`src/rtl/video_text.sv`:
```
// video_text: text-mode pixel renderer fed by the video timing generator.
// Ports: clock/reset (async, active-low); x/y/hde/vde/hsync/vsync timing in;
//   text_addr/text_data to the text RAM; font_addr/font_data to the font ROM;
//   cursor_x/cursor_y/cursor_en; color/de/hsync_o/vsync_o out, 5 clocks late.
module video_text #(
    parameter int COLS  = 80,
    parameter int ROWS  = 30,
    parameter int BLINK = 4,
    parameter int HW    = 10,
    parameter int VW    = 10,
    parameter int AW    = $clog2(COLS * ROWS)
) (
    input  logic          clock,
    input  logic          reset,
    input  logic [HW-1:0] x,
    input  logic [VW-1:0] y,
    input  logic          hde,
    input  logic          vde,
    input  logic          hsync,
    input  logic          vsync,
    output logic [AW-1:0] text_addr,
    input  logic [15:0]   text_data,
    output logic [11:0]   font_addr,
    input  logic [7:0]    font_data,
    input  logic [6:0]    cursor_x,
    input  logic [4:0]    cursor_y,
    input  logic          cursor_en,
    output logic [3:0]    color,
    output logic          de,
    output logic          hsync_o,
    output logic          vsync_o
);

    logic [HW-4:0] col;
    logic [VW-5:0] row;
    logic [3:0]    glyph_row;
    logic [2:0]    xsub;

    assign col       = x[HW-1:3];
    assign row       = y[VW-1:4];
    assign glyph_row = y[3:0];
    assign xsub      = x[2:0];

    // Linear cell index; off-screen values are harmless since de is 0 there.
    logic [31:0]   lin_addr;
    logic [AW-1:0] text_addr_d, text_addr_q;

    assign lin_addr    = 32'(row) * 32'(COLS) + 32'(col);
    assign text_addr_d = lin_addr[AW-1:0];

    // Frame counter advances on vsync rising edge; its top bit is the blink
    // phase, so the cursor can only toggle between frames.
    logic [BLINK:0] frame_d, frame_q;
    logic           vs_prev_q;
    logic           vs_rise;

    assign vs_rise = vsync & ~vs_prev_q;
    assign frame_d = vs_rise ? frame_q + 1'b1 : frame_q;

    // Hit uses the phase held before any increment in this same cycle.
    logic hit_d;
    assign hit_d = cursor_en
                 & (32'(col) == 32'(cursor_x))
                 & (32'(row) == 32'(cursor_y))
                 & (glyph_row >= 4'd14)
                 & frame_q[BLINK];

    // Matched delay lines; index 0 is the stage right after sampling.
    logic [3:0][2:0] xsub_q;
    logic [1:0][3:0] grow_q;
    logic [3:0]      de_q;
    logic [3:0]      hs_q;
    logic [3:0]      vs_q;
    logic [3:0]      hit_q;

    // Attribute byte is latched with the font fetch, then held one more
    // stage so it lines up with the ROM output.
    logic [11:0] font_addr_d, font_addr_q;
    logic [7:0]  attr2_q;
    logic [7:0]  attr3_q;

    assign font_addr_d = {text_data[7:0], grow_q[1]};

    logic       pix;
    logic [3:0] color_d, color_q;
    logic       de_out_q, hs_out_q, vs_out_q;

    always_comb begin
        pix     = font_data[3'd7 - xsub_q[3]] | hit_q[3];
        color_d = 4'd0;
        if (de_q[3]) begin
            color_d = pix ? attr3_q[3:0] : attr3_q[7:4];
        end
    end

    always_ff @(posedge clock or negedge reset) begin
        if (!reset) begin
            text_addr_q <= '0;
            font_addr_q <= '0;
            attr2_q     <= '0;
            attr3_q     <= '0;
            xsub_q      <= '0;
            grow_q      <= '0;
            de_q        <= '0;
            hs_q        <= '0;
            vs_q        <= '0;
            hit_q       <= '0;
            frame_q     <= '0;
            vs_prev_q   <= 1'b0;
            color_q     <= '0;
            de_out_q    <= 1'b0;
            hs_out_q    <= 1'b0;
            vs_out_q    <= 1'b0;
        end else begin
            text_addr_q <= text_addr_d;
            font_addr_q <= font_addr_d;
            attr2_q     <= text_data[15:8];
            attr3_q     <= attr2_q;
            xsub_q      <= {xsub_q[2:0], xsub};
            grow_q      <= {grow_q[0], glyph_row};
            de_q        <= {de_q[2:0], hde & vde};
            hs_q        <= {hs_q[2:0], hsync};
            vs_q        <= {vs_q[2:0], vsync};
            hit_q       <= {hit_q[2:0], hit_d};
            frame_q     <= frame_d;
            vs_prev_q   <= vsync;
            color_q     <= color_d;
            de_out_q    <= de_q[3];
            hs_out_q    <= hs_q[3];
            vs_out_q    <= vs_q[3];
        end
    end

    assign text_addr = text_addr_q;
    assign font_addr = font_addr_q;
    assign color     = color_q;
    assign de        = de_out_q;
    assign hsync_o   = hs_out_q;
    assign vsync_o   = vs_out_q;

endmodule

```
`config.mk`:
```
export PLATFORM = sky130hd
export DESIGN_NAME = video_text
export DESIGN_NICKNAME = d
export VERILOG_FILES = /design/src/rtl/video_text.sv
export SDC_FILE = /design/constraint.sdc
export NUM_CORES = 1
export LEC_CHECK = 0
export ABC_AREA = 1
export CAP_MARGIN = 25
export CORE_AREA = 2 2 102 104
export DETAILED_ROUTE_END_ITERATION = 7
export DIE_AREA = 0 0 104 106
export HOLD_SLACK_MARGIN = 0.1
export PLACE_DENSITY = 0.62
export SLEW_MARGIN = 20
export SYNTH_ARGS = -nofsm -noshare
export SYNTH_HDL_FRONTEND = slang
export SYNTH_SLANG_ARGS = --single-unit
```
`constraint.sdc`:
```
create_clock -name clock -period 1.4 [get_ports clock]
set_input_delay 0.14 -clock clock [delete_from_list [all_inputs] [get_ports clock]]
set_output_delay 0.14 -clock clock [all_outputs]
set_load 0.03 [all_outputs]
```
==> flow_summary.html, run 1 <==
<table>
<tr><th>Metric</th><th>Value</th></tr>
<tr><th colspan="2">Outcome</th></tr>
<tr><td>Outcome</td><td>finished, final reports clean</td></tr>
<tr><th colspan="2">Final layout</th></tr>
<tr><td>Commonest cells after routing, fill and taps aside</td><td>sky130_fd_sc_hd__dfrtp_1 (88), sky130_fd_sc_hd__clkdlybuf4s50_1 (55), sky130_fd_sc_hd__nand2_1 (34), sky130_fd_sc_hd__dlygate4sd2_1 (32), sky130_fd_sc_hd__inv_1 (29)</td></tr>
<tr><td>Most common cell after layout, fill and taps aside</td><td>sky130_fd_sc_hd__dfrtp_1</td></tr>
<tr><td>Fraction of final layout cells with drive strength greater than 1</td><td>0.180</td></tr>
<tr><td>Number of fill cells</td><td>958</td></tr>
<tr><td>Register cell area after layout</td><td>0.00220 mm^2</td></tr>
<tr><td>Final cell utilization of the core</td><td>0.458</td></tr>
<tr><td>Number of diodes</td><td>0</td></tr>
<tr><td>Final instance area</td><td>approximately 0.0046 mm^2</td></tr>
<tr><td>Non-filler instance count after layout</td><td>497</td></tr>
<tr><td>Nets</td><td>approximately 430</td></tr>
<tr><td>Area growth from synthesis to layout</td><td>50.9%</td></tr>
<tr><td>Area of the multi-input gates</td><td>836 um^2</td></tr>
<tr><th colspan="2">Timing</th></tr>
<tr><td>Setup TNS after final layout</td><td>0 ns</td></tr>
<tr><td>Unrepaired setup endpoints after global routing</td><td>yes</td></tr>
<tr><td>Endpoints failing hold</td><td>0</td></tr>
<tr><td>Worst Tran Pin Value</td><td>roughly 0.39 ns</td></tr>
<tr><td>Achievable frequency</td><td>about 730 MHz</td></tr>
<tr><td>Final setup vio count</td><td>0</td></tr>
<tr><td>Clock period minus final worst setup slack</td><td>1.36 ns</td></tr>
<tr><td>Total count of max-transition violations in the final report</td><td>0</td></tr>
<tr><td>Fin Clk Skew</td><td>0.00895 ns</td></tr>
<tr><td>Max-Slew Margin vs Limit</td><td>0.744</td></tr>
<tr><td>Period utilization</td><td>0.974</td></tr>
<tr><th colspan="2">Global route</th></tr>
<tr><td>Number of global-route vias before repair</td><td>2078</td></tr>
<tr><td>Largest net degree at the start of global routing</td><td>28</td></tr>
<tr><td>Antenna violations before repair</td><td>0</td></tr>
<tr><td>Global-route wire length before repair</td><td>roughly 10 mm</td></tr>
<tr><td>Overflow left after global routing</td><td>0</td></tr>
<tr><td>Global router's overall resource usage</td><td>0.117</td></tr>
<tr><th colspan="2">Place</th></tr>
<tr><td>Port Buf Inserts</td><td>93</td></tr>
<tr><td>Instance count after placement with tap cells included</td><td>476</td></tr>
<tr><td>DP HPWL</td><td>4.41 mm</td></tr>
<tr><td>Area of placed instances</td><td>0.00433 mm^2</td></tr>
<tr><td>Weighted congestion reported at the end of routability-driven placement</td><td>0.805</td></tr>
<tr><th colspan="2">Logic synthesis</th></tr>
<tr><td>Sequential-to-total area share from yosys stat</td><td>0.725</td></tr>
<tr><td>Post-Synthesis Mean Instance Area</td><td>approximately 13 um^2</td></tr>
<tr><td>Yosys warnings</td><td>0</td></tr>
<tr><td>Top cell type by total area after synthesis</td><td>sky130_fd_sc_hd__dfrtp_1</td></tr>
<tr><td>Fraction of registers with async set or reset after synthesis</td><td>1.00</td></tr>
<tr><td>Top-area cell type share of the netlist area</td><td>0.725</td></tr>
<tr><td>Number of enable-type register cells in the synthesized netlist</td><td>0</td></tr>
<tr><td>Number of instances in the synthesized netlist</td><td>230</td></tr>
<tr><td>Main flop type after synthesis</td><td>sky130_fd_sc_hd__dfrtp_1</td></tr>
<tr><td>Synthesis-stage register bit count</td><td>88</td></tr>
<tr><td>Post-Syn Area</td><td>0.00304 mm^2</td></tr>
<tr><td>Synthesized Nets</td><td>307</td></tr>
<tr><td>Library cells used by synthesis</td><td>22</td></tr>
<tr><td>Cell types occupying the most area after synthesis</td><td>sky130_fd_sc_hd__dfrtp_1 (72%), sky130_fd_sc_hd__ha_1 (4.9%), sky130_fd_sc_hd__nand2_1 (4.4%)</td></tr>
<tr><th colspan="2">Power and ir drop</th></tr>
<tr><td>Power Density</td><td>1210 mW/mm^2</td></tr>
<tr><td>Peak supply drop</td><td>0.000449 V</td></tr>
<tr><td>Static leakage</td><td>2.19 nW</td></tr>
<tr><td>Sum of internal, switching and leakage power</td><td>between 5 and 6 mW</td></tr>
<tr><th colspan="2">Setup path</th></tr>
<tr><td>Arrival time worst endpoint</td><td>1.61 ns</td></tr>
<tr><td>Launching element type of the critical path</td><td>input port</td></tr>
<tr><td>Setup CP Type</td><td>in -&gt; reg</td></tr>
<tr><td>Data required time of the critical path</td><td>1.65 ns</td></tr>
<tr><td>Crit path capture type</td><td>flop</td></tr>
<tr><td>Worst Path Max Fanout</td><td>3</td></tr>
<tr><th colspan="2">Job</th></tr>
<tr><td>Max_cap viols</td><td>0</td></tr>
<tr><th colspan="2">CTS</th></tr>
<tr><td>Clock tree from TritonCTS</td><td>done</td></tr>
<tr><td>Number of sinks on the clock net</td><td>88</td></tr>
<tr><td>TritonCTS Buffers</td><td>9</td></tr>
<tr><td>Number of buffers on the longest clock path</td><td>2</td></tr>
<tr><td>Cell chosen for the clock root</td><td>sky130_fd_sc_hd__clkbuf_8</td></tr>
<tr><td>Clock transition at the register clock pins on the worst setup and hold paths after CTS</td><td>0.09 ns</td></tr>
<tr><td>H-tree Lvls</td><td>3</td></tr>
<tr><td>Clk_lat worst skew</td><td>0.35 ns</td></tr>
<tr><th colspan="2">Detailed routing</th></tr>
<tr><td>Post-route DRC violation count</td><td>0</td></tr>
<tr><td>Iter 0 DRT Violations</td><td>52</td></tr>
<tr><td>Detail-routed net length per standard cell</td><td>between 10 and 15 um</td></tr>
<tr><td>Post-route antenna net violation count</td><td>0</td></tr>
<tr><td>Ratio of routed vias to standard cells</td><td>4.03</td></tr>
<tr><td>Total routed wirelength</td><td>5.95 mm</td></tr>
<tr><td>Detailed-route via count</td><td>2003</td></tr>
<tr><td>Detailed-routing iteration count for the pre-antenna-repair pass</td><td>4</td></tr>
<tr><th colspan="2">Die</th></tr>
<tr><td>Core Region</td><td>0.0100 mm^2</td></tr>
<tr><td>Number of I/O pins</td><td>94</td></tr>
<tr><td>Initial standard-cell utilization of the core</td><td>0.304</td></tr>
<tr><td>Die Area</td><td>about 0.011 mm^2</td></tr>
<tr><td>Die extent in x</td><td>104 um</td></tr>
<tr><td>Die Y-Extent</td><td>106 um</td></tr>
<tr><td>Cell Rows</td><td>37</td></tr>
<tr><th colspan="2">Worst hold path</th></tr>
<tr><td>Worst hold path class</td><td>in -&gt; async</td></tr>
</table>
## timing repair
item,4_1_cts,5_1_grt
gates resized for setup,56,12
endpoints found under the setup margin,36,4
setup buffers,2,2
endpoints found under the hold margin,88,0
hold buffers,1,0
pin swaps,7,9
## critical path, stage by stage
cell and delay, ns:
sky130_fd_sc_hd__buf_8 0.10, sky130_fd_sc_hd__ha_4 0.23, sky130_fd_sc_hd__ha_4 0.16, sky130_fd_sc_hd__fa_2 0.38
sky130_fd_sc_hd__xor2_2 0.19, sky130_fd_sc_hd__nand2_2 0.11, sky130_fd_sc_hd__nor2_4 0.12, sky130_fd_sc_hd__nand2_1 0.07
sky130_fd_sc_hd__nand2_1 0.06, sky130_fd_sc_hd__nand2_1 0.05
## routing by layer
metal / vias to the layer above / part of all wire / track usage
met4: 0 / 0.019 / 0.0502
met3: 12 / 0.075 / 0.0417
met1: 931 / 0.43 / 0.139
li1: 976 / - / -
met5: - / 0 / 0
met2: 84 / 0.48 / 0.193
## cell families after synthesis
kind of cell    Yosys count  synth area share
flops                    88             0.725
mux                       1           0.00371
compound gates           11            0.0227
simple gates             71             0.106
xor+xnor                 15            0.0432
buf+inv                  30            0.0371
fa+ha+maj                14            0.0626
## cell type report
cell class / instances / share of cell area
clock buffers: 10 / 0.0300
multi-input cells: 112 / 0.182
flip-flops and latches: 88 / 0.480
repair buffers: 115 / 0.235
well taps: 136 / 0.0371
clock inverters: 6 / 0.0109
inverters: 30 / 0.0246
## through the flow
stage / worst slack [ns] / hold slack [ns]
floorplan: -0.113 / -0.156
global placement: -0.704 / 0.0538
detailed placement: -0.811 / 0.0575
CTS: -0.0372 / 0.195
global route: -0.0111 / 0.193
finish: 0.0358 / 0.209
## power by group
group / total [mW] / switching [mW] / internal [mW]
Clock: 1.61 / 0.903 / 0.711
Sequential: 2.86 / 0.0928 / 2.77
Combinational: 1.08 / 0.560 / 0.520
## final timing paths
| path | from | endpoint | slack [ns] | cells past startpoint |
|---|---|---|---|---|
| worst min-delay path | reset | de | 0.21 | 2 |
| worst max-delay path | y[5] | text_addr[11] | 0.04 | 10 |
| min in group clock | y[4] | text_addr[4] | 0.21 | 3 |
| worst max register to register | xsub_q[9] | color[1] | 0.20 | 8 |
| worst min register to register | hs_q[1] | hs_q[2] | 0.34 | 0 |
| max in group asynchronous | reset | font_addr[10] | 0.68 | 3 |
## cell usage after synthesis (2+ instances only)
library cell,number
sky130_fd_sc_hd__dfrtp_1,88
sky130_fd_sc_hd__nand2_1,36
sky130_fd_sc_hd__inv_1,29
sky130_fd_sc_hd__nor2_1,13
sky130_fd_sc_hd__ha_1,12
sky130_fd_sc_hd__xor2_1,11
sky130_fd_sc_hd__nand3_1,10
sky130_fd_sc_hd__nand4_1,7
sky130_fd_sc_hd__xnor2_1,4
sky130_fd_sc_hd__a21oi_1,3
sky130_fd_sc_hd__fa_1,2
sky130_fd_sc_hd__nand3_2,2
sky130_fd_sc_hd__o21ai_0,2
sky130_fd_sc_hd__o22ai_1,2
sky130_fd_sc_hd__or2_2,2
## sequential cells by signal, indices dropped and copies added, names as in the netlist, 4 cells and up
name / cells
attr2_q: 8
attr3_q: 8
color: 4
de_q: 4
font_addr: 12
font_addr_d: 4
frame_q: 5
grow_q: 4
hit_q: 4
hs_q: 4
text_addr: 12
vs_q: 4
xsub_q: 12
Note: power is estimated with default switching activity, not from simulation.
==> run 2: changes to the inputs <==
--- a/config.mk
+++ b/config.mk
@@ -11,6 +11,7 @@
 export DETAILED_ROUTE_END_ITERATION = 7
 export DIE_AREA = 0 0 104 106
 export HOLD_SLACK_MARGIN = 0.1
+export MAX_ROUTING_LAYER = met4
 export PLACE_DENSITY = 0.62
 export SLEW_MARGIN = 20
 export SYNTH_ARGS = -nofsm -noshare
==> run 2 against run 1 <==
Clock power hardly changed. Sequential share of layout area did not move. Combinational power about the same. Setup slack better by 0.00077 ns. Hold slack lost 0.0017 ns. Flip-flop and latch count is the same. Register-to-register slack barely moved. Non-clock buffer count is the same.
==> flow_summary.html, run 2 (synthesis results as in run 1) <==
<table>
<tr><th>Metric</th><th>Value</th></tr>
<tr><th colspan="2">Detailed routing</th></tr>
<tr><td>Post-route DRC violation count</td><td>0 (unchanged)</td></tr>
<tr><td>Detail-routed net length per standard cell</td><td>12.0 um (+0.20%)</td></tr>
<tr><td>Post-route antenna net violation count</td><td>0 (unchanged)</td></tr>
<tr><td>Total routed wirelength</td><td>5.96 mm (+0.20%)</td></tr>
<tr><td>Detailed-routing iteration count for the pre-antenna-repair pass</td><td>4 (unchanged)</td></tr>
<tr><td>Iter 0 DRT Violations</td><td>62 (+19%)</td></tr>
<tr><td>Detailed-route via count</td><td>2004 (+0.050%)</td></tr>
<tr><td>Ratio of routed vias to standard cells</td><td>4.03 (about the same)</td></tr>
<tr><th colspan="2">Timing</th></tr>
<tr><td>Final setup vio count</td><td>0 (unchanged)</td></tr>
<tr><td>Hold slack final</td><td>0.207 ns (-0.00174 ns)</td></tr>
<tr><td>Period utilization</td><td>0.974 (about the same)</td></tr>
<tr><td>Unrepaired setup endpoints after global routing</td><td>yes</td></tr>
<tr><td>Endpoints failing hold</td><td>0 (unchanged)</td></tr>
<tr><td>Clock period minus final worst setup slack</td><td>1.36 ns (-0.000766 ns)</td></tr>
<tr><td>Max-Slew Margin vs Limit</td><td>0.743 (-0.00109)</td></tr>
<tr><td>Worst Tran Pin Value</td><td>0.387 ns (+0.00165 ns)</td></tr>
<tr><td>Achievable frequency</td><td>733 MHz (about the same)</td></tr>
<tr><td>Total count of max-transition violations in the final report</td><td>0 (unchanged)</td></tr>
<tr><td>Fin Clk Skew</td><td>0.00905 ns (+0.000102 ns)</td></tr>
<tr><th colspan="2">Setup path</th></tr>
<tr><td>Endpoint of the worst-slack reg-to-reg timing path</td><td>color[1]</td></tr>
<tr><td>Crit path capture type</td><td>flop</td></tr>
<tr><td>Cells on worst reg2reg path</td><td>8 (unchanged)</td></tr>
<tr><td>Arrival time worst endpoint</td><td>1.61 ns (about the same)</td></tr>
<tr><td>Crit path from</td><td>y[5]</td></tr>
<tr><td>Launching element type of the critical path</td><td>input port</td></tr>
<tr><td>Origin of the critical flop-to-flop path</td><td>xsub_q[9]</td></tr>
<tr><td>Worst Path Max Fanout</td><td>3 (unchanged)</td></tr>
<tr><td>Data required time of the critical path</td><td>1.65 ns (about the same)</td></tr>
<tr><td>Setup CP Type</td><td>in -&gt; reg</td></tr>
<tr><td>Internal reg-to-reg setup slack</td><td>0.20 ns (about the same)</td></tr>
<tr><th colspan="2">CTS</th></tr>
<tr><td>Clock tree from TritonCTS</td><td>done</td></tr>
<tr><td>Clock transition at the register clock pins on the worst setup and hold paths after CTS</td><td>0.09 ns (about the same)</td></tr>
<tr><td>Number of buffers on the longest clock path</td><td>2 (unchanged)</td></tr>
<tr><td>Clk_lat worst skew</td><td>0.35 ns (about the same)</td></tr>
<tr><td>Number of sinks on the clock net</td><td>88 (unchanged)</td></tr>
<tr><td>TritonCTS Buffers</td><td>9 (unchanged)</td></tr>
<tr><td>H-tree Lvls</td><td>3 (unchanged)</td></tr>
<tr><td>Cell chosen for the clock root</td><td>sky130_fd_sc_hd__clkbuf_8</td></tr>
<tr><th colspan="2">Power and ir drop</th></tr>
<tr><td>Sum of internal, switching and leakage power</td><td>5.56 mW (about the same)</td></tr>
<tr><td>Static leakage</td><td>2.19 nW (unchanged)</td></tr>
<tr><td>Peak supply drop</td><td>0.000449 V (about the same)</td></tr>
<tr><td>Power Density</td><td>1210 mW/mm^2 (about the same)</td></tr>
<tr><th colspan="2">Die</th></tr>
<tr><td>Die extent in x</td><td>104 um (unchanged)</td></tr>
<tr><td>Cell Rows</td><td>37 (unchanged)</td></tr>
<tr><td>Core Region</td><td>0.0100 mm^2 (unchanged)</td></tr>
<tr><td>Die Area</td><td>0.0110 mm^2 (unchanged)</td></tr>
<tr><td>Die Y-Extent</td><td>106 um (unchanged)</td></tr>
<tr><td>Initial standard-cell utilization of the core</td><td>0.304 (unchanged)</td></tr>
<tr><td>Number of I/O pins</td><td>94 (unchanged)</td></tr>
<tr><th colspan="2">Final layout</th></tr>
<tr><td>Fraction of final layout cells with drive strength greater than 1</td><td>0.180 (unchanged)</td></tr>
<tr><td>Most common cell after layout, fill and taps aside</td><td>sky130_fd_sc_hd__dfrtp_1</td></tr>
<tr><td>Commonest cells after routing, fill and taps aside</td><td>sky130_fd_sc_hd__dfrtp_1 (88), sky130_fd_sc_hd__clkdlybuf4s50_1 (55), sky130_fd_sc_hd__nand2_1 (34), sky130_fd_sc_hd__dlygate4sd2_1 (32), sky130_fd_sc_hd__inv_1 (29)</td></tr>
<tr><td>Number of fill cells</td><td>958 (unchanged)</td></tr>
<tr><td>Area growth from synthesis to layout</td><td>50.9% (unchanged)</td></tr>
<tr><td>Area of the multi-input gates</td><td>836 um^2 (unchanged)</td></tr>
<tr><td>Register cell area after layout</td><td>0.00220 mm^2 (unchanged)</td></tr>
<tr><td>Final cell utilization of the core</td><td>0.458 (unchanged)</td></tr>
<tr><td>Number of diodes</td><td>0 (unchanged)</td></tr>
<tr><td>Nets</td><td>433 (unchanged)</td></tr>
<tr><th colspan="2">Worst hold path</th></tr>
<tr><td>Worst hold path class</td><td>in -&gt; async</td></tr>
<tr><th colspan="2">Place</th></tr>
<tr><td>DP HPWL</td><td>4.41 mm (unchanged)</td></tr>
<tr><td>Weighted congestion reported at the end of routability-driven placement</td><td>0.817 (+1.5%)</td></tr>
<tr><td>Port Buf Inserts</td><td>93 (unchanged)</td></tr>
<tr><th colspan="2">Global route</th></tr>
<tr><td>Global-route wire length before repair</td><td>9.96 mm (-0.14%)</td></tr>
<tr><td>Largest net degree at the start of global routing</td><td>28 (unchanged)</td></tr>
<tr><td>Global router's overall resource usage</td><td>0.121 (+0.00351)</td></tr>
<tr><td>Antenna violations before repair</td><td>0 (unchanged)</td></tr>
<tr><td>Number of global-route vias before repair</td><td>2091 (+0.63%)</td></tr>
<tr><td>Overflow left after global routing</td><td>0 (unchanged)</td></tr>
<tr><th colspan="2">Outcome</th></tr>
<tr><td>Outcome</td><td>finished, final reports clean</td></tr>
<tr><th colspan="2">Job</th></tr>
<tr><td>Max_cap viols</td><td>0 (unchanged)</td></tr>
</table>
==> run 2: cell counts in the layout (fill, tap and decap cells not counted) <==
Identical to the previous run, type by type.
==> run 2: worst max-delay path by stage <==
stage / to / slack (ns) / cells after the start
after floorplan: text_addr[11] / -0.11 / 8
after global placement: text_addr[11] / -0.70 / 10
after detailed placement: text_addr[11] / -0.81 / 10
after CTS: text_addr[11] / -0.04 / 9
after global routing: text_addr[8] / -0.01 / 8
final: text_addr[11] / 0.04 / 10
==> run 2: cell type report <==
type                            instances  area share
Multi-Input combinational cell        112       0.182
Inverter                               30      0.0246
Tap cell                              136      0.0371
Clock inverter                          6      0.0109
Clock buffer                           10      0.0300
Timing Repair Buffer                  115       0.235
Sequential cell                        88       0.480
==> run 2: metal layers <==
layer	GRT usage	share of wire	wire length, um
met2	0.194	0.48	2870
met5	-	0	0
met1	0.139	0.43	2560
met3	0.0411	0.072	427
met4	0.0502	0.016	98
==> run 2: worst max-delay path, stage by stage <==
cell and delay [ns]:
sky130_fd_sc_hd__buf_8 0.10, sky130_fd_sc_hd__ha_4 0.23, sky130_fd_sc_hd__ha_4 0.16, sky130_fd_sc_hd__fa_2 0.38, sky130_fd_sc_hd__xor2_2 0.19, sky130_fd_sc_hd__nand2_2 0.11
sky130_fd_sc_hd__nor2_4 0.12, sky130_fd_sc_hd__nand2_1 0.07, sky130_fd_sc_hd__nand2_1 0.06, sky130_fd_sc_hd__nand2_1 0.05
==> run 2: metrics by stage <==
step           TNS [ns]  instance area, um^2  cells  worst slack [ns]
2_1_floorplan    -0.180                 3080    230            -0.113
3_3_place_gp      -3.49                 4330    476            -0.704
3_5_place_dp      -3.76                 4330    476            -0.811
4_1_cts         -0.0372                 4560    495           -0.0372
5_1_grt         -0.0209                 4580    497           -0.0111
6_report              0                 4580    497            0.0366
==> run 2: power breakdown <==
part           total, mW  switching [mW]  leakage, nW  internal (mW)
combinational       1.08           0.560         1.06          0.520
sequential          2.86          0.0928         1.05           2.77
clock               1.62           0.907       0.0895          0.711
total               5.56            1.56         2.19           4.00
==> run 2: what timing repair did <==
action / 4_1_cts / 5_1_grt
setup endpoints to repair: 36 / 4
buffers inserted: 2 / 2
hold endpoints to repair: 88 / 0
pin swaps: 7 / 9
gates resized for setup: 56 / 12
hold buffers: 1 / 0
